==> config.mk <==
export PLATFORM = sky130hd
export DESIGN_NAME = parity_window_acc_flat
export DESIGN_NICKNAME = d
export VERILOG_FILES = /design/src/rtl/parity_window_acc_if.sv /design/src/rtl/parity_window_acc.sv /design/src/flat_wrapper.sv
export SDC_FILE = /design/constraint.sdc
export NUM_CORES = 1
export LEC_CHECK = 0
export ABC_CLOCK_PERIOD_IN_PS = 3900
export BUFFER_PORTS_ARGS = -buffer_cell sky130_fd_sc_hd__buf_2
export CAP_MARGIN = 25
export CORE_MARGIN = 3
export CORE_UTILIZATION = 35
export DETAILED_ROUTE_END_ITERATION = 7
export PLACE_DENSITY = 0.53
export SKIP_LAST_GASP = 1
export SLEW_MARGIN = 20
export SYNTH_ARGS = -nofsm -noshare
export SYNTH_HDL_FRONTEND = slang
export SYNTH_SLANG_ARGS = --single-unit
export TNS_END_PERCENT = 30
==> constraint.sdc <==
create_clock -name clk -period 3.9 [get_ports clk]
set_clock_uncertainty 0.2 [all_clocks]
set_input_delay 0.195 -clock clk [delete_from_list [all_inputs] [get_ports clk]]
set_output_delay 0.195 -clock clk [all_outputs]
set_load 0.01 [all_outputs]
==> src/rtl/parity_window_acc_if.sv <==
// Handshake/data bundle between the parity sample source, the window
// accumulator and the status consumer.
interface parity_window_acc_if #(
    parameter int CNT_W = 5
) ();
    logic             in_start;
    logic             in_valid;
    logic             in_sum;
    logic             in_ack;
    logic             out_busy;
    logic             out_valid;
    logic [CNT_W-1:0] out_count;
    logic             out_alarm;
    logic             out_overrun;
    logic [CNT_W-1:0] out_max_run;

    modport master (
        output in_start, in_valid, in_sum, in_ack,
        input  out_busy, out_valid, out_count, out_alarm, out_overrun, out_max_run
    );

    modport slave (
        input  in_start, in_valid, in_sum, in_ack,
        output out_busy, out_valid, out_count, out_alarm, out_overrun, out_max_run
    );
endinterface

==> src/rtl/parity_window_acc.sv <==
// Counts asserted parity samples over a window of WIN_LEN accepted samples and
// holds the total/alarm behind a valid/ack handshake. Define PARITY_WIN_RUN_EN
// to compile in the longest-run-of-ones tracker.
module parity_window_acc #(
    parameter int WIN_LEN = 16,
    parameter int CNT_W   = 5,
    parameter int THRESH  = 8
) (
    input  logic                 clk,
    input  logic                 rst_n,
    parity_window_acc_if.slave   bus
);

    typedef enum logic [1:0] {
        ST_IDLE = 2'd0,
        ST_ACC  = 2'd1,
        ST_HOLD = 2'd2
    } state_t;

    localparam logic [CNT_W-1:0] LAST_IDX = CNT_W'(WIN_LEN - 1);
    localparam logic [CNT_W:0]   THRESH_W = (CNT_W + 1)'(THRESH);
    localparam logic [CNT_W-1:0] ZERO_CNT = {CNT_W{1'b0}};

    function automatic logic [CNT_W-1:0] add_bit(input logic [CNT_W-1:0] a, input logic b);
        return a + {{(CNT_W - 1){1'b0}}, b};
    endfunction

    state_t           state_q,   state_d;
    logic [CNT_W-1:0] smp_q,     smp_d;
    logic [CNT_W-1:0] ones_q,    ones_d;
    logic [CNT_W-1:0] count_q,   count_d;
    logic             busy_q,    busy_d;
    logic             valid_q,   valid_d;
    logic             alarm_q,   alarm_d;
    logic             overrun_q, overrun_d;

    logic             clr_s;
    logic             take_s;
    logic             done_s;
    logic [CNT_W-1:0] ones_inc_s;

`ifdef PARITY_WIN_RUN_EN
    logic [CNT_W-1:0] cur_run_q,    cur_run_d;
    logic [CNT_W-1:0] win_max_q,    win_max_d;
    logic [CNT_W-1:0] max_out_q,    max_out_d;
    logic [CNT_W-1:0] run_inc_s;
    logic [CNT_W-1:0] max_inc_s;
`endif

    // Candidate counter values assuming the current sample is accepted.
    always_comb begin
        ones_inc_s = add_bit(ones_q, bus.in_sum);
`ifdef PARITY_WIN_RUN_EN
        if (bus.in_sum) begin
            run_inc_s = add_bit(cur_run_q, 1'b1);
        end else begin
            run_inc_s = ZERO_CNT;
        end
        if (run_inc_s > win_max_q) begin
            max_inc_s = run_inc_s;
        end else begin
            max_inc_s = win_max_q;
        end
`endif
    end

    // Window sequencing: next state, clear/accept strobes and overrun flag.
    always_comb begin
        state_d   = state_q;
        overrun_d = overrun_q;
        clr_s     = 1'b0;
        take_s    = 1'b0;
        case (state_q)
            ST_IDLE: begin
                if (bus.in_start) begin
                    state_d   = ST_ACC;
                    clr_s     = 1'b1;
                    overrun_d = 1'b0;
                end else if (bus.in_valid) begin
                    overrun_d = 1'b1;
                end else begin
                    overrun_d = overrun_q;
                end
            end
            ST_ACC: begin
                // A restart wins over a same-cycle sample, which is dropped.
                if (bus.in_start) begin
                    clr_s     = 1'b1;
                    overrun_d = 1'b0;
                end else if (bus.in_valid) begin
                    take_s = 1'b1;
                    if (smp_q == LAST_IDX) begin
                        state_d = ST_HOLD;
                    end else begin
                        state_d = ST_ACC;
                    end
                end else begin
                    state_d = ST_ACC;
                end
            end
            ST_HOLD: begin
                if (bus.in_ack && bus.in_start) begin
                    state_d   = ST_ACC;
                    clr_s     = 1'b1;
                    overrun_d = 1'b0;
                end else begin
                    if (bus.in_ack) begin
                        state_d = ST_IDLE;
                    end else begin
                        state_d = ST_HOLD;
                    end
                    if (bus.in_valid) begin
                        overrun_d = 1'b1;
                    end else begin
                        overrun_d = overrun_q;
                    end
                end
            end
            default: begin
                state_d = ST_IDLE;
            end
        endcase
    end

    // Window counters and the result registers loaded on the final sample.
    always_comb begin
        smp_d   = smp_q;
        ones_d  = ones_q;
        count_d = count_q;
        alarm_d = alarm_q;
        done_s  = take_s && (smp_q == LAST_IDX);
`ifdef PARITY_WIN_RUN_EN
        cur_run_d = cur_run_q;
        win_max_d = win_max_q;
        max_out_d = max_out_q;
`endif
        if (clr_s) begin
            smp_d  = ZERO_CNT;
            ones_d = ZERO_CNT;
`ifdef PARITY_WIN_RUN_EN
            cur_run_d = ZERO_CNT;
            win_max_d = ZERO_CNT;
`endif
        end else if (take_s) begin
            smp_d  = add_bit(smp_q, 1'b1);
            ones_d = ones_inc_s;
`ifdef PARITY_WIN_RUN_EN
            cur_run_d = run_inc_s;
            win_max_d = max_inc_s;
`endif
        end else begin
            smp_d  = smp_q;
            ones_d = ones_q;
        end

        if (done_s) begin
            count_d = ones_inc_s;
            alarm_d = ({1'b0, ones_inc_s} >= THRESH_W);
`ifdef PARITY_WIN_RUN_EN
            max_out_d = max_inc_s;
`endif
        end else if (state_d != ST_HOLD) begin
            alarm_d = 1'b0;
        end else begin
            alarm_d = alarm_q;
        end

        busy_d  = (state_d == ST_ACC);
        valid_d = (state_d == ST_HOLD);
    end

    // State and result registers.
    always_ff @(posedge clk or negedge rst_n) begin
        if (!rst_n) begin
            state_q   <= ST_IDLE;
            smp_q     <= ZERO_CNT;
            ones_q    <= ZERO_CNT;
            count_q   <= ZERO_CNT;
            busy_q    <= 1'b0;
            valid_q   <= 1'b0;
            alarm_q   <= 1'b0;
            overrun_q <= 1'b0;
        end else begin
            state_q   <= state_d;
            smp_q     <= smp_d;
            ones_q    <= ones_d;
            count_q   <= count_d;
            busy_q    <= busy_d;
            valid_q   <= valid_d;
            alarm_q   <= alarm_d;
            overrun_q <= overrun_d;
        end
    end

`ifdef PARITY_WIN_RUN_EN
    // Run tracker registers; runs never span windows.
    always_ff @(posedge clk or negedge rst_n) begin
        if (!rst_n) begin
            cur_run_q <= ZERO_CNT;
            win_max_q <= ZERO_CNT;
            max_out_q <= ZERO_CNT;
        end else begin
            cur_run_q <= cur_run_d;
            win_max_q <= win_max_d;
            max_out_q <= max_out_d;
        end
    end

    assign bus.out_max_run = max_out_q;
`else
    assign bus.out_max_run = ZERO_CNT;
`endif

    assign bus.out_busy    = busy_q;
    assign bus.out_valid   = valid_q;
    assign bus.out_count   = count_q;
    assign bus.out_alarm   = alarm_q;
    assign bus.out_overrun = overrun_q;

endmodule

==> src/flat_wrapper.sv <==
// flat-port wrapper written by rule: the top's interface ports become plain ports
module parity_window_acc_flat 
#(
    parameter int WIN_LEN = 16,
    parameter int CNT_W   = 5,
    parameter int THRESH  = 8
)
  (clk, rst_n, bus_in_start, bus_in_valid, bus_in_sum, bus_in_ack, bus_out_busy, bus_out_valid, bus_out_count, bus_out_alarm, bus_out_overrun, bus_out_max_run);
  parity_window_acc_if #(.CNT_W(CNT_W)) bus_i ();
  input  logic clk;
  input  logic rst_n;
  input wire logic [$bits(bus_i.in_start)-1:0] bus_in_start;
  input wire logic [$bits(bus_i.in_valid)-1:0] bus_in_valid;
  input wire logic [$bits(bus_i.in_sum)-1:0] bus_in_sum;
  input wire logic [$bits(bus_i.in_ack)-1:0] bus_in_ack;
  output wire logic [$bits(bus_i.out_busy)-1:0] bus_out_busy;
  output wire logic [$bits(bus_i.out_valid)-1:0] bus_out_valid;
  output wire logic [$bits(bus_i.out_count)-1:0] bus_out_count;
  output wire logic [$bits(bus_i.out_alarm)-1:0] bus_out_alarm;
  output wire logic [$bits(bus_i.out_overrun)-1:0] bus_out_overrun;
  output wire logic [$bits(bus_i.out_max_run)-1:0] bus_out_max_run;
  assign bus_i.in_start = bus_in_start;
  assign bus_i.in_valid = bus_in_valid;
  assign bus_i.in_sum = bus_in_sum;
  assign bus_i.in_ack = bus_in_ack;
  assign bus_out_busy = bus_i.out_busy;
  assign bus_out_valid = bus_i.out_valid;
  assign bus_out_count = bus_i.out_count;
  assign bus_out_alarm = bus_i.out_alarm;
  assign bus_out_overrun = bus_i.out_overrun;
  assign bus_out_max_run = bus_i.out_max_run;
  parity_window_acc #(.WIN_LEN(WIN_LEN), .CNT_W(CNT_W), .THRESH(THRESH)) u_core (.clk(clk), .rst_n(rst_n), .bus(bus_i));
endmodule
# ---- Word level (Yosys, flattened, before mapping)
# Index checks and enable logic that the tools add are counted.
dict set report word_totals {
  register_bits 21
  input_bits 6
}
dict set report classes {
  n_addsub 2
  n_lt_le_gt_ge 1
  eq_ne 7
  muxes 24
  reduce_logical 8
}
# op n
set op_table {}
lappend op_table {{5-bit two-way mux} 4}
lappend op_table {{2-bit two-way mux} 6}
lappend op_table {{1-bit two-way mux} 11}
lappend op_table {{2-bit one-hot mux with 3 select lines} 1}
lappend op_table {{5-bit by 1-bit adder with 5-bit output} 1}
lappend op_table {{5-bit by 1-bit adder with 5-bit output, second input constant} 1}
lappend op_table {{5-bit by 4-bit equality test with 1-bit output, second input constant} 1}
lappend op_table {{5-bit by 4-bit greater-or-equal comparator with 1-bit output, second input constant} 1}
lappend op_table {{2-bit by 1-bit equality test with 1-bit output, second input constant} 2}
lappend op_table {{2-bit equality test, second input constant} 2}
lappend op_table {{2-bit != test, second input constant} 2}
lappend op_table {{2-bit nonzero test} 2}
lappend op_table {{1-bit one-hot mux with 3 select lines} 1}
lappend op_table {{3-bit nonzero test} 1}
lappend op_table {{1-bit logical AND} 2}
lappend op_table {{2-bit logical NOT} 1}
lappend op_table {{1-bit one-hot mux with 2 select lines} 1}
lappend op_table {{2-bit AND reduction} 1}
lappend op_table {{2-bit OR reduction} 1}

# ---- Logic depth before layout (Yosys ltp)
# Gate-level depths: netlist of the first run.
dict set report logic_depth {
  ltp_word 8
  mapped_depth 7
}

# ---- Worst setup path before layout of the first run
# No wires, ideal clock.
dict set report synth_timing {
  path_kind {register to register}
  startpoint {register u_core.smp_q[0]}
  endpoint {register u_core.alarm_q, in the netlist u_core.bus.out_alarm}
  setup_ns 0.120
  t_arrival_ns 1.724
  required_ns 3.580
  slack_ns 1.857
  path_stages_with_launch 8
  n_path_buf 0
  synth_period_minus_slack_ns 2.043
  path_cell_list {dfrtp_1 > ha_1 > and3_1 > ha_1 > and3b_1 > a211o_1 > nor4b_4 > a31o_1}
}
dict set report synth_via {
  elab_chain_cells 7
  elab_cells_between_ends 9
  classes_between {eq/ne (2); mux (5); reduce/logical (2)}
}
# item line
set synth_lines {}
lappend synth_lines {{from (decl)} parity_window_acc.sv:29} ;# logic [CNT_W-1:0] smp_q, smp_d;
lappend synth_lines {{from (signal assigned)} parity_window_acc.sv:185} ;# smp_q <= smp_d;
lappend synth_lines {{5-bit by 4-bit equality test with 1-bit output *} {parity_window_acc.sv:92, parity_window_acc.sv:131}}
lappend synth_lines {{2-bit two-way mux} parity_window_acc.sv:92} ;# if (smp_q == LAST_IDX) begin
lappend synth_lines {{2-bit two-way mux} parity_window_acc.sv:90} ;# end else if (bus.in_valid) begin
lappend synth_lines {{2-bit two-way mux} parity_window_acc.sv:87} ;# if (bus.in_start) begin
lappend synth_lines {{2-bit one-hot mux with 3 select lines} parity_window_acc.sv:73} ;# case (state_q)
lappend synth_lines {{2-bit != test} parity_window_acc.sv:162} ;# end else if (state_d != ST_HOLD) begin
lappend synth_lines {{2-bit nonzero test (no source line)} -}
lappend synth_lines {{to (signal assigned)} parity_window_acc.sv:190} ;# alarm_q <= alarm_d;
lappend synth_lines {{to (decl)} parity_window_acc.sv:34} ;# logic alarm_q, alarm_d;
# Mark *: on every way between the ends. The rest lies on a longest branch, timed or not.
# A chain may end at the register's enable or synchronous reset.

# ---- Worst setup path in the final report of the first run
# Ends and elaborated chain as after synthesis.

==> results.cfg, run 1 <==
[cts]
root_buffer = clkbuf_4
cts_setup_buffers = 0
cts_made_buffers = 3
clock_sinks = 21
h-tree-depth = 1
clk_path_buf_depth = 2
cts_tree = done
clk_pin_slew_ns = 0.12
clk_latency_ns = 0.30

[sta]
fin_hold_ws_ns = 0.0364
fin_ws_ns = 1.62
rsz0062_at_grt = no
period_share_pct = 58.5
hold_violations = 0
worst_pin_slew_ns = 0.812
tns_ns = 0
fmax_ghz = 0.438
relSlewSlack_pct = 45.8
slew_viol_final = 0
period_needed_ns = 2.28
finalSetupViolCount = 0

[final_layout]
nets = 146
drive_above_1_share_pct = 15.3
layoutNonFillerInstCount = 175
antenna_cells = 0
multi_input_area_sq_um = 553
nFillCells = 337
design_area_sq_um = 1280
fin_util_pct = 41.2
syn_to_final_growth_pct = 11.2
seq_area_sq_um = 526

[global_routing]
grt_pass1_vias = 780
grt_antenna_before_repair = 0
track_usage_pct = 11.0
grt_pass1_wl_microns = 3520
grt_max_degree = 22
overflow = 0

[power_and_ir_drop]
seq_power_share_pct = 50.9
power_frac_comb_pct = 28.2
ir_drop_mv = 0.207
p_total_mw = 0.509
clock_power_share_pct = 20.9
powerDensity_nw_per_um2 = 398
switching_share_pct = 33.6
p_sw_mw = 0.171
leakagePower_nw = 0.645
intPower_mw = 0.338

[drt]
wl_per_cell_microns = 11.3
wl_microns = 1980
drc = 0
ant_nets = 0
avgViaCountPerCell = 4.65
drtPass1Iterations = 5
vias = 813
drt_iter0_drc = 22

[floorplanning]
io_pins = 20
core_area_sq_um = 3100
start_util_pct = 37.0
rows = 20
dieArea_sq_um = 4000
die_x_microns = 63.3
die-height_microns = 63.3

[synthesis]
synth_enable_flop_cells = 0
synth_area_sq_um = 1150
yosysSeqAreaShare_pct = 45.8
synth.distinct_cells = 30
ys.flop_type = dfrtp_1
synth_warnings = 0
synth_seq_cells = 21
syn_inst = 115
post_synth.cell_area_avg_sq_um = 9.99
async_flop_share_pct = 100

[critical_path]
r2r_slack_ns = 1.62
cp-start-kind = flop
worstPathArrival_ns = 2.34
crit_path_end_kind = flop
crit_type = reg2reg
cp.required_ns = 3.96
cp_max_fo = 11

[flow_run]
maxCapViolCount = 0

[outcome]
status = completed

[placed_design]
gp_congestion = 0.768
portBuffers = 14
hpwl_microns = 1470
dp_cells = 169
dp_slack_ns = 1.61
dpl_cell_area_sq_um = 1230

[hold_path]
min_path_type = in2reg
-- final timing paths --
check                                                 endpoint                                start  cells past startpoint
max in group asynchronous          u_core.smp_q[4]$_DFFE_PN0P_                                rst_n                      2
hold reg to reg            u_core.bus.out_count[3]$_DFFE_PN0P_  u_core.bus.out_count[3]$_DFFE_PN0P_                      2
hold / removal                     u_core.state_q[0]$_DFF_PN0_                           bus_in_ack                      3
setup reg to reg              u_core.bus.out_alarm$_DFFE_PN0P_          u_core.smp_q[0]$_DFFE_PN0P_                      7
min in group asynchronous  u_core.bus.out_count[2]$_DFFE_PN0P_                                rst_n                      2
setup / recovery              u_core.bus.out_alarm$_DFFE_PN0P_          u_core.smp_q[0]$_DFFE_PN0P_                      7
-- worst max-delay path: stages (launching register included) --
cell      delay [ns]
dfrtp_1         0.41
ha_1            0.18
and3_1          0.16
ha_1            0.16
nand4b_1        0.38
o221a_2         0.31
nor4b_4         0.27
a31o_1          0.17
-- cell type report --
cell class              instances  area share [%]
inverters                       7            2.06
repair buffers                 16            7.05
multi-input cells              83            43.3
clock buffers                   3            1.76
clock inverters                 1           0.392
flip-flops and latches         21            41.1
well taps                      44            4.31
-- power by group through the flow --
| stage | sequential [mW] | combinational [mW] | clock (mW) |
|---|---|---|---|
| final | 0.259 | 0.143 | 0.107 |
| after global routing | 0.261 | 0.168 | 0.124 |
| after CTS | 0.259 | 0.146 | 0.112 |
| after detailed placement | 0.264 | 0.143 | 0 |
| after global placement | 0.262 | 0.142 | 0 |
| after floorplan | 0.263 | 0.107 | 0 |
-- sequential cells by signal, indices dropped and copies added, names as in the netlist --
| signal | count |
|---|---|
| u_core.bus.out_count | 5 |
| u_core.ones_q | 5 |
| u_core.smp_q | 5 |
| u_core.state_q | 2 |
| u_core.bus.out_alarm | 1 |
| u_core.bus.out_busy | 1 |
| u_core.bus.out_overrun | 1 |
| u_core.bus.out_valid | 1 |
-- cells in the mapped netlist, types with 3 or more instances --
master | n | share of area, %
o21ai_0 | 6 | 2.6
xor2_1 | 6 | 4.6
ha_1 | 8 | 8.7
a21oi_1 | 7 | 3.0
inv_1 | 7 | 2.3
dfrtp_1 | 21 | 46
nor2_1 | 12 | 3.9
nand2_1 | 13 | 4.2
nand3_1 | 3 | 1.3
buf_4 | 5 | 3.3
xnor2_1 | 4 | 3.0
-- kinds of logic (layout without fill, tap and decap cells) --
group                    after synthesis  count (layout)  share of synthesized area (%)
AND/OR/NAND/NOR                       37              37                           16.7
flip-flops                            21              21                           45.8
AO/OA/AOI/OAI                         20              20                           10.7
buffers and inverters                 15              27                           7.41
XOR/XNOR                              10              10                           7.62
adder cells (fa/ha/maj)                8               8                           8.71
multiplexers                           3               3                           2.83
other                                  1               5                          0.326
-- placed cells by master, fill, tap and decap left out, types with 2 or more instances in the layout --
master,instances
clkbuf_4,3
nand3_1,3
mux2_1,2
ha_1,8
conb_1,5
and3b_1,2
dfrtp_1,21
o21ai_0,6
inv_1,7
nand2_1,13
nor2_1,12
xor2_1,6
a21oi_1,7
a31oi_1,2
buf_2,14
xnor2_1,4
dlygate4sd3_1,2
-- repair_timing --
| item | 4_1_cts | 5_1_grt |
|---|---|---|
| gates resized for setup | 0 | 0 |
| hold buffers | 2 | 0 |
| endpoints found under the hold margin | 22 | 0 |
-- layer usage --
layer / vias to the layer above / GRT usage [%] / wire, microns / part of all wire [%]
li1: 409 / - / - / -
met1: 378 / 13.9 / 998 / 50
met4: 0 / 2.70 / 18 / 0.91
met3: 4 / 4.28 / 110 / 5.6
met2: 22 / 17.8 / 850 / 43
met5: - / 0 / 0 / 0
Power figures use the tool's default switching activity.
==> run 2, diff against run 1 <==
- ABC_CLOCK_PERIOD_IN_PS: 3900 -> 2400
- clock period: 3.9 -> 2.4 ns (I/O delays scaled with it)
==> run 2 against run 1 <==
  * Final area is 3.4% higher
  * Critical path type unchanged
  * Flip-flop and latch count stayed put
  * Register-to-register slack worse by 1.3 ns
  * Non-clock buffer count is 5 higher
  * Power is 63% higher
==> results.cfg, run 2 (synthesis results as in run 1) <==
[outcome]
status = completed

[final_layout]
layout_commonest_cell = dfrtp_1
drive_above_1_share_pct = 15.4
layoutNonFillerInstCount = 180
nFillCells = 322
syn_to_final_growth_pct = 15.0
antenna_cells = 0
mostFrequentLayoutCells = dfrtp_1, buf_2, nand2_1
fin_util_pct = 42.6
nets = 151

[critical_path]
cp_max_fo = 3
worstPathArrival_ns = 2.13
cpMaxStageDelayCell = dfrtp_1
cp.required_ns = 2.40
crit_family = simple AND/OR/NAND/NOR gates
cp-start-kind = flop
slowest_delay_ns = 0.42
cp_num_buf_inv = 0
crit_type = reg2reg
path_cells = ha_1, and3_1, ha_1, and3b_1, a211o_1, nor4b_4, a31o_1
cp_common_cell = ha_1
crit_path_end_kind = flop

[floorplanning]
die-height_microns = 63.3
io_pins = 20
die_x_microns = 63.3
rows = 20
core_area_sq_um = 3100
dieArea_sq_um = 4000
start_util_pct = 37.0

[flow_run]
maxCapViolCount = 0

[drt]
drtPass1Iterations = 4
wl_microns = 1920
drt_iter0_drc = 30
drc = 0
wl_per_cell_microns = 10.7
ant_nets = 0
vias = 817
avgViaCountPerCell = 4.54

[global_routing]
grt_pass1_vias = 789
track_usage_pct = 10.6
grt_pass1_wl_microns = 3440
grt_antenna_before_repair = 0
overflow = 0
grt_max_degree = 22

[sta]
slew_viol_final = 0
hold_violations = 0
rsz0062_at_grt = no
period_share_pct = 88.8
finalSetupViolCount = 0
tns_ns = 0
fmax_ghz = 0.469
period_needed_ns = 2.13

[cts]
clk_latency_ns = 0.29
clock_sinks = 21
root_buffer = clkbuf_4
cts_made_buffers = 3
clk_pin_slew_ns = 0.11
cts_tree = done
h-tree-depth = 1
clk_path_buf_depth = 2
cts_resized = 0

[placed_design]
dp_cells = 171
gp_congestion = 0.755
hpwl_microns = 1410
portBuffers = 14

[power_and_ir_drop]
p_total_mw = 0.829
ir_drop_mv = 0.314
leakagePower_nw = 0.666
powerDensity_nw_per_um2 = 628

[hold_path]
min_path_type = in2reg
-- run 2: power breakdown --
| part | leakage, nW | switching [mW] | internal, mW |
|---|---|---|---|
| Sequential | 0.284 | 0.0270 | 0.393 |
| Clock | 0.0150 | 0.0991 | 0.0647 |
| Combinational | 0.367 | 0.141 | 0.105 |
-- run 2: through the flow --
step | setup slack, ns | hold WS, ns | area, sq um
final | 0.270 | 0.0302 | 1320
after detailed placement | 0.291 | -0.0945 | 1240
after floorplan | 0.357 | -0.376 | 1160
after global placement | 0.300 | -0.0933 | 1240
after global routing | 0.153 | 0.0612 | 1320
after CTS | 0.250 | 0.0191 | 1320
-- run 2: final timing paths --
kind	to	slack, ns	from	cells after the start
max	u_core.bus.out_alarm$_DFFE_PN0P_	0.27	u_core.smp_q[0]$_DFFE_PN0P_	7
min	u_core.state_q[0]$_DFF_PN0_	0.03	bus_in_start	3
max reg2reg	u_core.bus.out_alarm$_DFFE_PN0P_	0.27	u_core.smp_q[0]$_DFFE_PN0P_	7
min reg2reg	u_core.bus.out_count[4]$_DFFE_PN0P_	0.28	u_core.bus.out_count[4]$_DFFE_PN0P_	2
max in group asynchronous	u_core.bus.out_overrun$_DFFE_PN0P_	1.58	rst_n	2
min in group asynchronous	u_core.bus.out_count[4]$_DFFE_PN0P_	0.10	rst_n	2
-- run 2: layer usage --
layer,GRT usage [%],vias up,wire (microns)
met3,3.74,2,93
met5,0,-,0
li1,-,420,-
met4,2.43,0,13
met2,17.1,17,905
met1,13.5,378,908
-- run 2: worst reg2reg max path: cells and delay by family, from the launching register on --
kind / cells / cell delay (ns)
AO/OA/AOI/OAI: 2 / 0.49
adder cells (fa/ha/maj): 2 / 0.42
AND/OR/NAND/NOR: 3 / 0.50
flip-flops: 1 / 0.42
-- run 2: layout make-up --
class / count / area (sq um) / area share [%]
sequential: 21 / 526 / 39.8
tap: 44 / 55.1 / 4.17
clock buffer: 4 / 26.3 / 1.99
inverter: 7 / 26.3 / 1.99
multi-input combinational: 83 / 553 / 41.9
timing repair buffer: 21 / 135 / 10.2
-- run 2: timing repair --
item,CTS,global route
buffers inserted,0,0
endpoints found under the hold margin,24,0
hold buffers,5,0
